--- src/rtl/sc_preamble_inserter_if.sv ---
// IQ sample stream channel (tdata/tlast/tvalid/tready) used on both sides of the preamble inserter.
interface sc_preamble_inserter_if;
   logic [31:0] tdata;
   logic        tlast;
   logic        tvalid;
   logic        tready;

   modport master (output tdata, output tlast, output tvalid, input tready);
   modport slave  (input tdata, input tlast, input tvalid, output tready);
endinterface

--- src/rtl/sc_preamble_inserter.sv ---
// Schmidl-Cox TX framer: prepends a cyclic prefix plus repeated training symbols from a
// settings-loaded RAM to each IQ packet, then optionally emits a zero-valued guard-gap packet.
module sc_preamble_inserter #(
   parameter int         WINDOW_LEN       = 64,
   parameter int         CP_LEN           = 32,
   parameter int         NUM_SYMBOLS      = 2,
   parameter logic [7:0] SR_GAP_LEN       = 8'd8,
   parameter logic [7:0] SR_PREAMBLE_ADDR = 8'd9,
   parameter logic [7:0] SR_PREAMBLE_DATA = 8'd10,
   parameter logic [7:0] SR_ENABLE        = 8'd11
) (
   input  logic                   clk,
   input  logic                   aresetn,
   input  logic                   set_stb,
   input  logic [7:0]             set_addr,
   input  logic [31:0]            set_data,
   sc_preamble_inserter_if.slave  i_axis,
   sc_preamble_inserter_if.master o_axis
);

   localparam int            AW       = $clog2(WINDOW_LEN);
   localparam logic [AW-1:0] CP_START = AW'(WINDOW_LEN - CP_LEN);
   localparam logic [AW-1:0] CP_LAST  = AW'(CP_LEN - 1);
   localparam logic [AW-1:0] SYM_LAST = AW'(WINDOW_LEN - 1);
   localparam logic [3:0]    REP_LAST = 4'(NUM_SYMBOLS - 1);

   typedef enum logic [2:0] {
      S_IDLE,
      S_CP,
      S_SYM,
      S_PAYLOAD,
      S_GAP,
      S_BYPASS
   } state_t;

   state_t        state, state_n;
   logic [AW-1:0] cnt, cnt_n;
   logic [3:0]    rep, rep_n;
   logic [15:0]   gap_cnt, gap_cnt_n;
   logic [15:0]   gap_len, gap_len_q;
   logic          gap_ld;
   logic          enable;
   logic [AW-1:0] wptr;

   logic [31:0]   ram [WINDOW_LEN];
   logic [31:0]   ram_q;
   logic [AW-1:0] rd_ptr, rd_addr;
   logic          rd_en;

   logic          o_valid_q, o_last_q;
   logic [31:0]   o_data_q;
   logic          out_ready, out_valid_n, out_last_n;
   logic [31:0]   out_data_n;
   logic          in_xfer;

   assign out_ready     = ~o_valid_q | o_axis.tready;
   assign i_axis.tready = ((state == S_PAYLOAD) || (state == S_BYPASS)) && out_ready;
   assign in_xfer       = i_axis.tvalid & i_axis.tready;

   assign o_axis.tvalid = o_valid_q;
   assign o_axis.tdata  = o_data_q;
   assign o_axis.tlast  = o_last_q;

   // RAM pointer and contents only move while idle so a frame in flight is never corrupted.
   always_ff @(posedge clk or negedge aresetn) begin
      if (!aresetn) begin
         gap_len <= 16'd0;
         enable  <= 1'b0;
         wptr    <= '0;
      end else if (set_stb) begin
         case (set_addr)
            SR_GAP_LEN:       gap_len <= set_data[15:0];
            SR_ENABLE:        enable  <= set_data[0];
            SR_PREAMBLE_ADDR: if (state == S_IDLE) wptr <= set_data[AW-1:0];
            SR_PREAMBLE_DATA: if (state == S_IDLE) wptr <= wptr + 1'b1;
            default: ;
         endcase
      end
   end

   always_ff @(posedge clk) begin
      if (set_stb && (set_addr == SR_PREAMBLE_DATA) && (state == S_IDLE)) begin
         ram[wptr] <= set_data;
      end
      if (rd_en) begin
         ram_q <= ram[rd_addr];
      end
   end

   always_ff @(posedge clk or negedge aresetn) begin
      if (!aresetn) begin
         state     <= S_IDLE;
         cnt       <= '0;
         rep       <= 4'd0;
         gap_cnt   <= 16'd0;
         gap_len_q <= 16'd0;
         rd_ptr    <= '0;
         o_valid_q <= 1'b0;
         o_data_q  <= 32'd0;
         o_last_q  <= 1'b0;
      end else begin
         state   <= state_n;
         cnt     <= cnt_n;
         rep     <= rep_n;
         gap_cnt <= gap_cnt_n;
         if (gap_ld) begin
            gap_len_q <= gap_len;
         end
         if (rd_en) begin
            rd_ptr <= rd_addr;
         end
         if (out_ready) begin
            o_valid_q <= out_valid_n;
            o_data_q  <= out_data_n;
            o_last_q  <= out_last_n;
         end
      end
   end

   // ram_q always holds the next preamble sample; it only advances when that sample is taken,
   // and the CP-to-SYM boundary is just the address wrapping from WINDOW_LEN-1 to 0.
   always_comb begin
      state_n     = state;
      cnt_n       = cnt;
      rep_n       = rep;
      gap_cnt_n   = gap_cnt;
      gap_ld      = 1'b0;
      rd_en       = 1'b0;
      rd_addr     = rd_ptr + 1'b1;
      out_valid_n = 1'b0;
      out_data_n  = 32'd0;
      out_last_n  = 1'b0;

      case (state)
         S_IDLE: begin
            if (i_axis.tvalid) begin
               if (enable) begin
                  rd_en   = 1'b1;
                  rd_addr = CP_START;
                  cnt_n   = '0;
                  rep_n   = 4'd0;
                  state_n = (CP_LEN == 0) ? S_SYM : S_CP;
               end else begin
                  state_n = S_BYPASS;
               end
            end
         end

         S_CP: begin
            if (out_ready) begin
               out_valid_n = 1'b1;
               out_data_n  = ram_q;
               rd_en       = 1'b1;
               if (cnt == CP_LAST) begin
                  cnt_n   = '0;
                  state_n = S_SYM;
               end else begin
                  cnt_n = cnt + 1'b1;
               end
            end
         end

         S_SYM: begin
            if (out_ready) begin
               out_valid_n = 1'b1;
               out_data_n  = ram_q;
               rd_en       = 1'b1;
               if (cnt == SYM_LAST) begin
                  cnt_n = '0;
                  if (rep == REP_LAST) begin
                     rep_n   = 4'd0;
                     state_n = S_PAYLOAD;
                  end else begin
                     rep_n = rep + 1'b1;
                  end
               end else begin
                  cnt_n = cnt + 1'b1;
               end
            end
         end

         S_PAYLOAD, S_BYPASS: begin
            if (in_xfer) begin
               out_valid_n = 1'b1;
               out_data_n  = i_axis.tdata;
               out_last_n  = i_axis.tlast;
               if (i_axis.tlast) begin
                  if ((state == S_PAYLOAD) && (gap_len != 16'd0)) begin
                     gap_ld    = 1'b1;
                     gap_cnt_n = 16'd0;
                     state_n   = S_GAP;
                  end else begin
                     state_n = S_IDLE;
                  end
               end
            end
         end

         S_GAP: begin
            if (out_ready) begin
               out_valid_n = 1'b1;
               if (gap_cnt == (gap_len_q - 16'd1)) begin
                  out_last_n = 1'b1;
                  gap_cnt_n  = 16'd0;
                  state_n    = S_IDLE;
               end else begin
                  gap_cnt_n = gap_cnt + 1'b1;
               end
            end
         end

         default: state_n = S_IDLE;
      endcase
   end

endmodule
--- src/flat_wrapper.sv ---
// flat-port wrapper written by rule: the top's interface ports become plain ports
module sc_preamble_inserter_flat 
#(
   parameter int         WINDOW_LEN       = 64,
   parameter int         CP_LEN           = 32,
   parameter int         NUM_SYMBOLS      = 2,
   parameter logic [7:0] SR_GAP_LEN       = 8'd8,
   parameter logic [7:0] SR_PREAMBLE_ADDR = 8'd9,
   parameter logic [7:0] SR_PREAMBLE_DATA = 8'd10,
   parameter logic [7:0] SR_ENABLE        = 8'd11
)
  (clk, aresetn, set_stb, set_addr, set_data, i_axis_tdata, i_axis_tlast, i_axis_tvalid, i_axis_tready, o_axis_tdata, o_axis_tlast, o_axis_tvalid, o_axis_tready);
  sc_preamble_inserter_if i_axis_i ();
  sc_preamble_inserter_if o_axis_i ();
  input  logic clk;
  input  logic aresetn;
  input  logic set_stb;
  input  logic [7:0] set_addr;
  input  logic [31:0] set_data;
  input wire logic [$bits(i_axis_i.tdata)-1:0] i_axis_tdata;
  input wire logic [$bits(i_axis_i.tlast)-1:0] i_axis_tlast;
  input wire logic [$bits(i_axis_i.tvalid)-1:0] i_axis_tvalid;
  output wire logic [$bits(i_axis_i.tready)-1:0] i_axis_tready;
  output wire logic [$bits(o_axis_i.tdata)-1:0] o_axis_tdata;
  output wire logic [$bits(o_axis_i.tlast)-1:0] o_axis_tlast;
  output wire logic [$bits(o_axis_i.tvalid)-1:0] o_axis_tvalid;
  input wire logic [$bits(o_axis_i.tready)-1:0] o_axis_tready;
  assign i_axis_i.tdata = i_axis_tdata;
  assign i_axis_i.tlast = i_axis_tlast;
  assign i_axis_i.tvalid = i_axis_tvalid;
  assign i_axis_tready = i_axis_i.tready;
  assign o_axis_tdata = o_axis_i.tdata;
  assign o_axis_tlast = o_axis_i.tlast;
  assign o_axis_tvalid = o_axis_i.tvalid;
  assign o_axis_i.tready = o_axis_tready;
  sc_preamble_inserter #(.WINDOW_LEN(WINDOW_LEN), .CP_LEN(CP_LEN), .NUM_SYMBOLS(NUM_SYMBOLS), .SR_GAP_LEN(SR_GAP_LEN), .SR_PREAMBLE_ADDR(SR_PREAMBLE_ADDR), .SR_PREAMBLE_DATA(SR_PREAMBLE_DATA), .SR_ENABLE(SR_ENABLE)) u_core (.clk(clk), .aresetn(aresetn), .set_stb(set_stb), .set_addr(set_addr), .set_data(set_data), .i_axis(i_axis_i), .o_axis(o_axis_i));
endmodule
--- config.mk ---
export PLATFORM = sky130hd
export DESIGN_NAME = sc_preamble_inserter_flat
export DESIGN_NICKNAME = d
export VERILOG_FILES = /design/src/rtl/sc_preamble_inserter_if.sv /design/src/rtl/sc_preamble_inserter.sv /design/src/flat_wrapper.sv
export SDC_FILE = /design/constraint.sdc
export NUM_CORES = 2
export LEC_CHECK = 0
export BUFFER_PORTS_ARGS = -buffer_cell sky130_fd_sc_hd__buf_2
export CAP_MARGIN = 0
export CORE_MARGIN = 2
export CORE_UTILIZATION = 30
export DETAILED_ROUTE_END_ITERATION = 7
export GPL_ROUTABILITY_DRIVEN = 0
export PLACE_DENSITY_LB_ADDON = 0.12
export REMOVE_ABC_BUFFERS = 1
export SYNTH_ARGS = -nofsm -noshare
export SYNTH_HDL_FRONTEND = slang
export SYNTH_SLANG_ARGS = --single-unit
--- constraint.sdc ---
create_clock -name clk -period 5.7 [get_ports clk]
set_input_delay 0.57 -clock clk [delete_from_list [all_inputs] [get_ports clk]]
set_output_delay 0.57 -clock clk [all_outputs]
set_load 0.02 [all_outputs]
# == After elaboration in Yosys (flattened, before gate mapping) ==
# Memories as Yosys holds them, arrays and structs flattened. A register that Yosys moved wholly into a read port is not among the register bits.
# Cells that the tools add are included.
# classes
n_reduce_logical,21
add_sub_neg,6
muxes,55
n_eq_ne,27
bitwise,3
# ops
op,count
16-bit 2-to-1 mux,5
6-bit 2-to-1 mux,11
32-bit case mux with 2 select lines,1
3-bit 2-to-1 mux,12
8-bit by 4-bit equality test with 1-bit output (second input constant),4
32-bit 2-to-1 mux,1
16-bit case mux with 2 select lines,1
2-bit by 1-bit != test with 1-bit output (second input constant),12
4-bit 2-to-1 mux,5
6-bit by 1-bit adder with 6-bit output (second input constant),3
6-bit case mux with 3 select lines,1
16-bit by 1-bit adder with 16-bit output (second input constant),1
16-bit equality test,1
16-bit nonzero test,1
16-bit by 1-bit subtractor with 16-bit output (second input constant),1
3-bit case mux with 5 select lines,1
5-bit AND reduction,3
1-bit 2-to-1 mux,12
6-bit case mux with 2 select lines,1
10-bit AND reduction,1
4-bit case mux with 2 select lines,1
3-bit by 2-bit equality test with 1-bit output (second input constant),2
3-bit equality test (second input constant),2
6-bit by 5-bit equality test with 1-bit output (second input constant),1
18 further kinds,28
# totals
ram_bits,2048
in_bits,78
mem_count,1
ff_bits,108
# memory_table
memory,depth,word_bits,rd,rd_clocked_by_memory_dff,wr,line_no,source
u_core.ram,64,32,1,1,1,sc_preamble_inserter.sv:45,logic [31:0] ram [WINDOW_LEN];

# == Depth between registers and ports, before layout ==
# depth
ltp_word,6
depth_mapped,12
ltp_nobuf,9

# == Least setup slack after synthesis ==
# OpenSTA, ideal clock, no wires.
# synth_timing
path_kind,input -> register
from,input set_addr[2]
to,memory u_core.ram[11][0] (enable)
setup_time_ns,0.421
n_path_buf,0
path_slack_ns,1.587
path_stages,6
arrival_time_ns,3.692
path_cell_list,or4b_2 > nor3_1 > nand3b_1 > nor3_1 > nand4_1 > nor2_1
# synth_via
elab_chain_len,5
# synth_rtl
item,line_no,source
"start, declared",flat_wrapper.sv:18,input logic [7:0] set_addr;
8-bit by 4-bit equality test with 1-bit output,sc_preamble_inserter.sv:82,if (set_stb && (set_addr == SR_PREAMBLE_DATA) && (state == S_IDLE)) begin
1-bit logical AND (2 in series),sc_preamble_inserter.sv:82,
1-bit 2-to-1 mux,sc_preamble_inserter.sv:82,
1-bit 2-to-1 mux (not written as such),sc_preamble_inserter.sv:83,ram[wptr] <= set_data;
"end, declared",sc_preamble_inserter.sv:45,
# No other way between the ends.

# == Final worst setup path ==
# layout_timing
from,register u_core.state[2]
to,"register u_core.ram_q[1], read port of u_core.ram (data pin)"
# layout_via
elab_chain_len,3
# layout_rtl
item,line_no,source
"start, declared",sc_preamble_inserter.sv:36,"state_t state, state_n;"
"start signal, assigned",sc_preamble_inserter.sv:102,state <= state_n;
3-bit by 1-bit equality test with 1-bit output / 3-bit by 2-bit equality test with 1-bit output (equally long branches),sc_preamble_inserter.sv:134,case (state)
2-bit OR reduction (no line),-,
1-bit case mux with 2 select lines,sc_preamble_inserter.sv:134,
"end, declared",sc_preamble_inserter.sv:46,logic [31:0] ram_q;
# Parallel ways exist; a longest one is shown, timed or not.
# A chain may end at the register's enable or synchronous reset.

==> impl_results.md <==
* Hold Crit Class: in -> reg
* Startpoint types: flop
* Worst reg2reg path depth at 9
* Vias per cell at about 5.4
* Dominant cell type by area after synthesis: edfxtp_1
* Drc violations at 0
* Peak supply drop at 0.2604 mV
* Min Tclk post-route at ~4700 ps
* Power per cell area at roughly 320 mW/mm²
* Largest net degree at the start of global routing at 123
* Reg-to-reg slack, setup at between 900 and 1000 ps
* RSZ-0062 raised after global routing: no
* Total track usage at between 20 and 25%
* Port Buffers at approximately 110
* Worst r2r src: u_core.state[2]
* I/O pin total at between 100 and 150
* P&R area growth vs syn at 16.92%
* Mapped cell area at around 0.087 mm²
* Net Sw Frac at between 20% and 30%
* Net Sw Power at 6.904 mW
* WL final at between 300 and 400 mm
* Hold endpoint: u_core.ram[45][10]
* Worst slew pin tran at approximately 1400 ps
* Fmax at 212.4 MHz
* Post-synthesis compound-gate area fraction at under 10%
* Drt first pass iters at 6
* Clock transition at path regs at approximately 60 ps
* Clock buffer depth at 4
* Worst Path Max Fanout at 27
* Share of cells above drive strength 1 at 18.75%
* Row count at between 150 and 200
* Predominant post-synthesis flop cell: edfxtp_1
* Die ar. at roughly 0.30 mm²
* Final worst setup slack at 992.6 ps
* Post-synth ARST share at under 10%
* Syn Inst Count at 5355
* HPWL after DPL at 189.5 mm
* Total gr overflow at 0
* Max-slew violation count at 0
* DR vias at 52436
* Core Box Area at just under 0.3 mm²
* Area contributors post-synth: edfxtp_1, mux4_2, dfrtp_1
* Sequential share of power at between 50% and 60%
* Final setup fails at 0
* Slew margin rel. at under 10%
* First-pass GRT wire length at around 440 mm
* Final antenna-violating net count at 0
* Hold Crit Depth at 1
* Adder-Cell Fraction of Synth Area at less than 1%
* Die W at 543.3 µm
* Non-Filler Instances at between 9000 and 10000
* Final Total Pwr at 33.15 mW
* Ys Warns at 0
* Final clock skew at approximately 95 ps
* Initial Util at between 30% and 40%
* Root buffer cell: clkbuf_16
* Crit end category: flop
* Tcrit/Tclk final at just over 80%
* Synthesis-stage register bit count at approximately 2200
* Nets at roughly 5700
* Sequential-to-total area share from yosys stat at between 70% and 80%
* Reg-to-reg endpoint: u_core.ram_q[1]
* Cell variety after synth at approximately 80
* H-tree depth at 4
* Worst-skew pair later-pin latency at about 930 ps
* # Max-Cap Violations at 0
* DRT iter0 DRCs at 6190
* Placed cells at between 9000 and 10000
* Clock power frac at a little under half
* Post-place setup slack at about 940 ps
* Total CTS buffers at 243
* Worst Path Required at between 6000 and 7000 ps
* Main combinational cell family by area after synthesis: compound AO/OA/AOI/OAI gates
* Simple-Gate Fraction of Synth Area at under 10%
* Hold path start: set_data[10]
* Die Ht at between 500 and 600 µm
* Mux contribution to synthesized area at between 8 and 9%
* Internal power at 26.25 mW
* CP Class: reg -> reg
* Lkg Pwr at approximately 32 nW
* Initial antenna violation count at 25
* Outcome: finished clean
* CTS tree: done
* Vias in the first global route at about 51000
* Mean Syn Cell Area at between 15 and 20 µm²
* Number of synthesized flops with an enable pin at 2080
* Synth top area share at between 70 and 80%
* CTS Sinks at around 2200
* Crit path DAT at ~5300 ps
* Wirelength per Cell at 33.43 µm
* Comb power frac at under 10%
* Final Hold Fails at 0
* XOR/XNOR Fraction of Synth Area at 0.2710%
## final cells by class
class                           count  area (µm²)
Fill cell                       27513      188100
Tap cell                         3900        4880
Multi-Input combinational cell   2774       21290
Sequential cell                  2188       65170
Clock inverter                    114        1005
Timing Repair Buffer              372        3212
Clock buffer                      311        6397
Antenna cell                        4       10.01
Inverter                           12       52.55
## worst max-delay path by stage
stage	from	end	slack (ps)	depth (start not counted)
finish	u_core.state[2]	u_core.ram_q[1]	990	9
CTS	u_core.state[2]	u_core.ram_q[1]	960	9
floorplan	u_core.rd_ptr[0]	u_core.ram_q[19]	-43050	6
global placement	i_axis_tvalid	u_core.ram_q[1]	990	10
global route	u_core.state[0]	u_core.ram_q[11]	990	9
detailed placement	i_axis_tvalid	u_core.ram_q[1]	940	10
## synth_stat cells, drive strengths merged, types with 11 or more instances
| master | number |
|---|---|
| buf | 112 |
| nor2 | 161 |
| a22oi | 57 |
| inv | 11 |
| a21oi | 297 |
| dfrtp | 108 |
| o31ai | 23 |
| o221a | 24 |
| and3 | 27 |
| xor2 | 15 |
| mux2i | 269 |
| clkbuf | 269 |
| o211ai | 87 |
| a31oi | 96 |
| mux4 | 128 |
| nand4 | 13 |
| o22ai | 34 |
| nor4 | 11 |
| a211o | 14 |
| a311oi | 12 |
| edfxtp | 2080 |
| o32ai | 13 |
| nand3 | 88 |
| nand2 | 439 |
| o221ai | 114 |
| nor3 | 38 |
| a221o | 51 |
| xnor2 | 12 |
| and2 | 71 |
| a22o | 15 |
| a221oi | 54 |
| mux2 | 166 |
| a211oi | 65 |
| a32oi | 14 |
| o21ai | 221 |
## logic make-up (layout without fill, tap and decap cells)
| kind of cell | count (synthesis) | in the layout |
|---|---|---|
| AO/OA/AOI/OAI | 1263 | 1263 |
| XOR/XNOR | 27 | 27 |
| adder cells (fa/ha/maj) | 7 | 7 |
| buffers and inverters | 393 | 809 |
| flip-flops | 2188 | 2188 |
| multiplexers | 563 | 563 |
| other | 0 | 4 |
| AND/OR/NAND/NOR | 914 | 914 |
## metrics by stage
step	setup TNS [ps]	util [%]	hold slack [ps]	area, µm²
CTS	0	35.16	77.01	102000
global placement	0	32.48	456.7	94240
floorplan	-1507420	-	274.4	85780
global route	0	35.16	122.0	102000
detailed placement	0	32.48	465.0	94240
finish	0	35.17	126.0	102000
## what timing repair did
action                                 CTS  global route
hold buffers                            36             0
buffers inserted                         0             0
endpoints found under the hold margin  103             0
resized for setup                        0             0
## worst max-delay path, cell delays in order, from the launching register on
cell      delay [ps]
dfrtp_1          600
or3_2            630
buf_4            390
o21ai_4          160
nor2_4           510
buf_4            480
a221o_1          250
a31oi_1           40
a211oi_1        1040
o211ai_1         210
## power groups by stage
stage	logic [mW]	registers [mW]	clock network, mW
after global placement	0.483	18.0	0
after floorplan	0.0746	18.0	0
after global routing	0.538	17.6	15.9
after detailed placement	0.494	18.0	0
final	0.499	17.6	15.0
after CTS	0.513	17.6	15.4
## routing by layer
metal | global-route usage, % | part of all wire, % | up-vias | wire [µm]
li1 | - | - | 22029 | -
met1 | 30.40 | 44 | 28055 | 142800
met2 | 34.62 | 47 | 1942 | 151400
met3 | 2.861 | 6.1 | 406 | 19870
met4 | 5.989 | 2.9 | 4 | 9348
met5 | 0 | 0.0087 | - | 28
## state kept, by name (all words and copies together) (netlist names)
| register | count |
|---|---|
| u_core.gap_len_q | 16 |
| u_core.gap_len | 16 |
| u_core.gap_cnt | 16 |
| u_core.o_axis.tvalid | 1 |
| u_core.rep | 4 |
| u_core.rd_ptr | 6 |
| u_core.ram | 2048 |
| u_core.cnt | 6 |
| u_core.ram_q | 32 |
| u_core.o_axis.tdata | 32 |
| u_core.wptr | 6 |
| u_core.o_axis.tlast | 1 |
| u_core.state | 3 |
| u_core.enable | 1 |
## cell usage in the layout, fill, tap and decap left out, types with 65 or more instances in the layout
master and n:
nand2_1 434, mux2_2 166, nor2_4 68, a211oi_1 65, o221ai_1 114, o211ai_1 87, buf_2 109, and2_1 70
buf_4 177, dfrtp_1 107, a31oi_1 96, clkbuf_16 244, nor2_1 89, mux4_2 128, nand3_1 88, o21ai_0 218
mux2i_1 269, a21oi_1 291, edfxtp_1 2080
(Power assumes the default switching activity.)
